[src/rtl/timer_pkg.sv]
// Shared register map, bit positions and control type for the mmio_timer peripheral.
package timer_pkg;
   localparam logic [4:0] OFF_CTRL    = 5'h00;
   localparam logic [4:0] OFF_COUNT   = 5'h04;
   localparam logic [4:0] OFF_COMPARE = 5'h08;
   localparam logic [4:0] OFF_STATUS  = 5'h0C;
   localparam logic [4:0] OFF_CAPTURE = 5'h10;

   localparam int CTRL_EN           = 0;
   localparam int CTRL_AUTORELOAD   = 1;
   localparam int CTRL_IRQEN        = 2;
   localparam int CTRL_PRESCALE_LSB = 8;

   localparam int ST_MATCH = 0;
   localparam int ST_OVF   = 1;
   localparam int ST_CAP   = 2;
   localparam int ST_ERR   = 3;

   localparam logic [2:0] MODE_WORD = 3'b010;

   typedef struct packed {
      logic irqen;
      logic autoreload;
      logic en;
   } ctrl_t;
endpackage

[src/rtl/timer_prescaler.sv]
// Divides the core clock: one-cycle tick every (prescale + 1) enabled cycles.
module timer_prescaler #(
   parameter int PRESCALE_W = 8
) (
   input  logic                  clk,
   input  logic                  rst,
   input  logic                  en,
   input  logic [PRESCALE_W-1:0] prescale,
   input  logic                  restart,
   output logic                  tick
);
   logic [PRESCALE_W-1:0] cnt;

   assign tick = en & (cnt == prescale);

   always_ff @(posedge clk or negedge rst) begin
      if (!rst)                        cnt <= '0;
      else if (restart || !en || tick) cnt <= '0;
      else                             cnt <= cnt + 1'b1;
   end
endmodule

[src/rtl/mmio_timer.sv]
// Memory-mapped prescaled timer with compare match, auto-reload and W1C status.
// Define TIMER_CAPTURE_EN to add the synchronized input-capture register at 0x10.
module mmio_timer
   import timer_pkg::*;
#(
   parameter int              WIDTH      = 32,
   parameter logic [WIDTH-1:0] BASE_ADDR = 32'h0000_1000,
   parameter int              PRESCALE_W = 8
) (
   input  logic             clk,
   input  logic             rst,
   input  logic [WIDTH-1:0] addr,
   input  logic [WIDTH-1:0] wd,
   input  logic             we,
   input  logic             re,
   input  logic [2:0]       mode_bu,
   output logic [WIDTH-1:0] rd_data,
   output logic             hit,
   output logic             irq,
   input  logic             capture_in
);
   logic [2:0]            idx;
   logic                  word_wr, bad_wr;
   logic                  wr_ctrl, wr_count, wr_compare, wr_status;
   ctrl_t                 ctrl;
   logic [PRESCALE_W-1:0] prescale;
   logic [WIDTH-1:0]      count, compare, capture, count_inc;
   logic [3:0]            status, st_set, st_clr;
   logic                  tick, restart, cnt_match, reload, set_match, set_ovf, cap_evt;

   assign hit        = (addr[WIDTH-1:5] == BASE_ADDR[WIDTH-1:5]);
   assign idx        = addr[4:2];
   assign word_wr    = hit & we & (mode_bu == MODE_WORD);
   assign bad_wr     = hit & we & (mode_bu != MODE_WORD);
   assign wr_ctrl    = word_wr & (idx == OFF_CTRL[4:2]);
   assign wr_count   = word_wr & (idx == OFF_COUNT[4:2]);
   assign wr_compare = word_wr & (idx == OFF_COMPARE[4:2]);
   assign wr_status  = word_wr & (idx == OFF_STATUS[4:2]);

   assign restart = wr_ctrl & (wd[CTRL_PRESCALE_LSB +: PRESCALE_W] != prescale);

   timer_prescaler #(.PRESCALE_W(PRESCALE_W)) u_prescaler (
      .clk      (clk),
      .rst      (rst),
      .en       (ctrl.en),
      .prescale (prescale),
      .restart  (restart),
      .tick     (tick)
   );

   // A software COUNT write pre-empts the tick, including its match evaluation.
   assign cnt_match = (count == compare);
   assign reload    = cnt_match & ctrl.autoreload;
   assign count_inc = count + 1'b1;
   assign set_match = tick & ~wr_count & cnt_match;
   assign set_ovf   = tick & ~wr_count & (&count) & ~reload;

   always_comb begin
      st_set           = '0;
      st_set[ST_MATCH] = set_match;
      st_set[ST_OVF]   = set_ovf;
      st_set[ST_CAP]   = cap_evt;
      st_set[ST_ERR]   = bad_wr;
   end
   assign st_clr = wr_status ? wd[3:0] : 4'b0;

`ifdef TIMER_CAPTURE_EN
   logic [2:0] cap_sync;
   logic       unused_bits;
   assign unused_bits = ^addr[1:0];
   assign cap_evt     = cap_sync[1] & ~cap_sync[2];

   always_ff @(posedge clk or negedge rst) begin
      if (!rst) begin
         cap_sync <= '0;
         capture  <= '0;
      end else begin
         cap_sync <= {cap_sync[1:0], capture_in};
         if (cap_evt) capture <= count;
      end
   end
`else
   logic unused_bits;
   assign unused_bits = ^{addr[1:0], capture_in};
   assign cap_evt     = 1'b0;
   assign capture     = '0;
`endif

   always_ff @(posedge clk or negedge rst) begin
      if (!rst) begin
         ctrl     <= '0;
         prescale <= '0;
         count    <= '0;
         compare  <= '1;
         status   <= '0;
         irq      <= 1'b0;
      end else begin
         if (wr_ctrl) begin
            ctrl.en         <= wd[CTRL_EN];
            ctrl.autoreload <= wd[CTRL_AUTORELOAD];
            ctrl.irqen      <= wd[CTRL_IRQEN];
            prescale        <= wd[CTRL_PRESCALE_LSB +: PRESCALE_W];
         end
         if (wr_compare) compare <= wd;
         if (wr_count)   count <= wd;
         else if (tick)  count <= reload ? '0 : count_inc;
         // Hardware set beats a simultaneous write-1-to-clear.
         status <= (status & ~st_clr) | st_set;
         irq    <= ctrl.irqen & status[ST_MATCH];
      end
   end

   always_comb begin
      rd_data = '0;
      if (hit & re) begin
         case (idx)
            OFF_CTRL[4:2]: begin
               rd_data[CTRL_EN]                           = ctrl.en;
               rd_data[CTRL_AUTORELOAD]                   = ctrl.autoreload;
               rd_data[CTRL_IRQEN]                        = ctrl.irqen;
               rd_data[CTRL_PRESCALE_LSB +: PRESCALE_W]   = prescale;
            end
            OFF_COUNT[4:2]:   rd_data = count;
            OFF_COMPARE[4:2]: rd_data = compare;
            OFF_STATUS[4:2]:  rd_data[3:0] = status;
            OFF_CAPTURE[4:2]: rd_data = capture;
            default:          rd_data = '0;
         endcase
      end
   end
endmodule

[config.mk]
export PLATFORM = sky130hd
export DESIGN_NAME = mmio_timer
export DESIGN_NICKNAME = d
export VERILOG_FILES = /design/src/rtl/timer_pkg.sv /design/src/rtl/timer_prescaler.sv /design/src/rtl/mmio_timer.sv
export SDC_FILE = /design/constraint.sdc
export NUM_CORES = 1
export LEC_CHECK = 0
export CAP_MARGIN = 15
export CORE_ASPECT_RATIO = 2
export CORE_MARGIN = 1.5
export CORE_UTILIZATION = 40
export CTS_BUF_LIST = sky130_fd_sc_hd__clkbuf_4 sky130_fd_sc_hd__clkbuf_8 sky130_fd_sc_hd__clkbuf_16
export DETAILED_ROUTE_END_ITERATION = 7
export PLACE_DENSITY = 0.7
export SLEW_MARGIN = 20
export SYNTH_ARGS = -nofsm -noshare
export SYNTH_HDL_FRONTEND = slang
export SYNTH_SLANG_ARGS = --single-unit
[constraint.sdc]
create_clock -name clk -period 4.29 [get_ports clk]
set_clock_uncertainty 0.15 [all_clocks]
set_input_delay 1.287 -clock clk [delete_from_list [all_inputs] [get_ports clk]]
set_output_delay 1.287 -clock clk [all_outputs]
set_load 0.05 [all_outputs]
# == Word level (Yosys, flattened, before mapping) ==
# Cells that the tools add are included.
# classes
n_eq_ne,9
bitwise,21
div,0
n_mux,11
shift,0
n_reduce_logical,6
mul,0
order_cmp,0
add_sub_neg,2
# op_table
op,n
$mux W32,4
$add A32 B1 Y32 const B,1
$eq A32 B32 Y1,1
$pmux W16 S2,1
$reduce_and A32 Y1,1
$eq A27 B8 Y1 const B,1
$pmux W8 S3,1
$and A1 B1 Y1,16
$pmux W3 S4,1
$eq A3 B2 Y1 const B,3
$add A8 B1 Y8 const B,1
$eq A8 B8 Y1,1
$mux W8,1
$ne A8 B8 Y1,1
$pmux W4 S2,1
$and A4 B4 Y4,1
$mux W4,1
$not A4 Y4,1
$or A4 B4 Y4,1
$eq A3 B1 Y1 const B,1
$logic_not A3 Y1,1
$ne A3 B2 Y1 const B,1
$pmux W1 S3,1
$logic_or A1 B1 Y1,2
other kinds (3),4
# totals
output_inout_bits,34
latchBits,0
wordCells,58
regBits,88
mem_count,0
ram_bits,0
romBits,0
in_bits,72

# == Longest topological paths before layout ==
# depth
depth_word,9
ltp_mapped,9
ltp_nobuf,7

# == By module ==
# A second synthesis with hierarchy kept.
# hier_totals
hier_cells,610
hier_area_um2,5788.1
# modules_own_cells
module,n_inst,cells_per_inst,area_per_inst_um2,seq_area_each_um2
mmio_timer,1,564,5316.3,2042.0
timer_prescaler,1,46,471.7,200.2

# == Least setup slack after synthesis ==
# Ideal clock, no wire load.
# synth_timing
kind,input-to-output
startpoint,in addr[7]
endpoint,out rd_data[2]
path_slack_ps,-1542
arrival_time_ps,4395
path_buffers,1
stages,7
path_cell_list,nor4_2 -> nand4_2 -> nor2_1 -> nand2_1 -> or2_2 -> clkbuf_1 -> a211oi_1
# synth_via
elab_chain_len,3
# synth_lines
item,line,rtl
start: declaration,mmio_timer.sv:12,"input logic [WIDTH-1:0] addr,"
$eq A27 B8 Y1,mmio_timer.sv:31,assign hit = (addr[WIDTH-1:5] == BASE_ADDR[WIDTH-1:5]);
net hit,mmio_timer.sv:18,"output logic hit,"
$and A1 B1 Y1,mmio_timer.sv:115,if (hit & re) begin
$mux W32,mmio_timer.sv:115,
end: declaration,mmio_timer.sv:17,"output logic [WIDTH-1:0] rd_data,"
# The timed path passes the listed nets, and every way through them passes these cells.

# == Final worst setup path ==
# layout_timing
startpoint,in addr[24]
endpoint,out rd_data[1]
# layout_via
elab_chain_len,3
# layout_lines
item,line
$eq A27 B8 Y1,mmio_timer.sv:31
$and A1 B1 Y1,mmio_timer.sv:115
$mux W32,mmio_timer.sv:115
# Every way passes these cells.

==> out/metrics.cfg <==
[outcome]
outcome = finished with violations
violations = negative setup slack

[setup_path]
crit_path_start_kind = input pin
crit_path_top_delay_cell = or2_4
worstPathCellList = buf_2 -> nor4_4 -> nand3_2 -> nor2_4 -> nand2_4 -> or2_4 -> a211oi_2 -> buf_4 -> buf_12
path_max_fanout = 6
crit_family = simple AND/OR/NAND/NOR gates
worst_ep_required_time_ns = 2.85
critical_path_arrival_ns = 2.88
endpoint_kind = output pin
path_buf_inv = 3
critPathKind = input pin to output pin
slowest_delay_ns = 0.32

[route]
wl_met2_mm = 10.2
vias_per_cell = 5.85
top_layer = met4
drc = 0
postRouteWirelength_mm = 18.7
first_pass_iters = 5
wirelength_met1_mm = 6.58
vias = 5356
wl_met3_um = 699
drtAntennaViolNets = 0
wl_per_cell_um = 20.4
drt_iter0_markers = 336

[yosys]
yosys_warnings = 0
synth_fp_nets = 683
netlist.area_leader.share_pct = 24.6
synth-edff-count = 0
ys.flop_type = dfrtp_1
synth_seq_area_share_pct = 39.3
ys_ff_latch = 88
syn_avg_cell_area_um2 = 9.37
async_reset_ff_share_pct = 100
syn_area_um2 = 5710
yosys-top-cells-area = dfrtp_1 25%, dfstp_2 15%, mux2_2 8.3%
syn_inst = 609
synth.largest_area_cell = dfrtp_1
synth_cell_type_count = 58

[cells_and_area]
drive_above_1_share_pct = 33.9
nets = 795
layout.cells.non_filler = 916
fin_area_um2 = 7960
final_cell_mix = 56 x dfrtp_1, 43 x nor2_1, 42 x mux2_2, 41 x xnor2_1, 40 x buf_4
final_common_cell = dfrtp_1
area_growth_pct = 39.5

[place]
port_buffers = 102
hpwl_mm = 13.5
placed_cells_incl_taps = 880
gp_congestion = 0.939
place_area_um2 = 7470

[flow_run]
drv_cap = 0

[power_and_ir_drop]
switching_power_mw = 0.422
p_sw_share_pct = 24.1
p_int_mw = 1.33
vdd_drop_max_uv = 205
p_per_area_nw_per_um2 = 220
seqPwrFrac_pct = 47.5
p_leak_nw = 3.10
combPwrFrac_pct = 8.7
clkPwrFrac_pct = 43.8

[global_routing]
grt_max_degree = 41
globalRouteOverflowTotal = 0
grt_pass1_wl_mm = 29.8
grt_usage_pct = 26.0
grt_antenna_before_repair = 1
grt_pass1_vias = 5630

[timing]
rsz0062_at_grt = true
slew_headroom_pct = 26.8
setup_violations = 1
fin_ws_ns = -0.0232
tightest_slew_ns = 1.10
hold_viol_final = 0
tns_ns = -0.0232
slew_viol_final = 0
fmax_mhz = 232
min_period_ns = 4.31
period_share_pct = 101

[floorplan]
fp.dieH_um = 172
die_width_um = 87.5
io_pins = 106
start_util_pct = 41.1
dieArea_um2 = 15000
num_rows = 61
core_um2 = 13900

[worst_hold_path]
hold_class = flip-flop to flip-flop

[clock_tree]
cts_buffer_depth = 2
cts_buffers = 9
cts-hold-fix-buffers = 0
cts_root_buffer = clkbuf_16
worstSkewPairLatency_ns = 0.35
cts_tree = done
htreeDepth = 3
cts_sinks = 88
path_clk_slew_ns = 0.06

## final timing paths
kind / slack (ns) / start / depth (start not counted) / endpoint
setup / recovery: -0.02 / addr[24] / 9 / rd_data[1]
hold / removal: 0.37 / ctrl[2] / 1 / irq
setup reg to reg: 1.28 / count[29] / 7 / count[31]
hold reg to reg: 0.37 / ctrl[2] / 1 / irq
max in group asynchronous: 2.42 / rst / 2 / compare[13]
min in group asynchronous: 0.76 / rst / 1 / count[28]
## routing by layer
metal	track usage (%)	vias up
met5	0	-
met1	27.8	2604
met2	46.4	207
met4	17.6	0
met3	3.15	68
li1	-	2477
## stage by stage
step                      util (%)  hold slack, ns  power, mW  worst slack, ns
final                         57.3           0.368       1.75          -0.0232
after global routing          57.3           0.376       1.80          -0.0950
after CTS                     56.9           0.371       1.75          -0.0690
after detailed placement      53.7           0.342      0.989           -0.440
after global placement        53.7           0.346      0.987           -0.365
after floorplan                  -           0.314      0.873           -0.326
## state kept, by name, summed over array words and instances (netlist names)
signal,flops
compare,32
ctrl,3
status,4
irq,1
prescale,8
u_prescaler.cnt,8
count,32
## cell type report
cell class | instances | area, um^2
clock buffers | 11 | 246
multi-input cells | 473 | 3470
flip-flops and latches | 88 | 2240
repair buffers | 147 | 1720
clock inverters | 5 | 40.0
well taps | 189 | 236
fillers | 1215 | 5930
inverters | 2 | 7.51
diodes | 1 | 2.50
## logic make-up after synthesis
group,synth area share (%)
xor+xnor,8.29
compound gates,13.9
flops,39.3
fa+ha+maj,0.439
mux,10.1
simple gates,24.0
buf+inv,3.97
## power by group through the flow
stage / clock network [mW] / logic, mW / registers [mW]
after floorplan: 0 / 0.0275 / 0.846
after global placement: 0 / 0.142 / 0.846
after detailed placement: 0 / 0.144 / 0.846
after CTS: 0.773 / 0.148 / 0.831
after global routing: 0.809 / 0.162 / 0.831
final: 0.766 / 0.153 / 0.831
## synth_stat cells, types with 3 or more instances
| cell | number |
|---|---|
| and2_1 | 6 |
| o21ai_0 | 23 |
| nor2_1 | 69 |
| clkbuf_1 | 34 |
| o2111ai_1 | 3 |
| o311ai_1 | 3 |
| nand4_1 | 26 |
| xor2_1 | 13 |
| xnor2_1 | 41 |
| nand2_1 | 31 |
| nor3_1 | 9 |
| dfrtp_1 | 56 |
| nand2b_1 | 3 |
| dfstp_2 | 32 |
| a21oi_1 | 20 |
| nor2b_1 | 6 |
| nor4_2 | 3 |
| and3_1 | 21 |
| or2_2 | 3 |
| nor4_4 | 4 |
| buf_6 | 4 |
| mux2i_1 | 8 |
| buf_2 | 6 |
| nand4b_1 | 5 |
| a31oi_1 | 12 |
| nand3_1 | 30 |
| a22oi_1 | 37 |
| a211oi_1 | 6 |
| nor4_1 | 13 |
| mux2_2 | 42 |
| a32oi_1 | 4 |
## timing repair
item	4_1_cts	5_1_grt
endpoints found under the setup margin	32	32
gates cloned	1	0
pin swaps	14	9
gates resized for setup	104	20
buffers inserted	18	0
(Power assumes the default switching activity.)
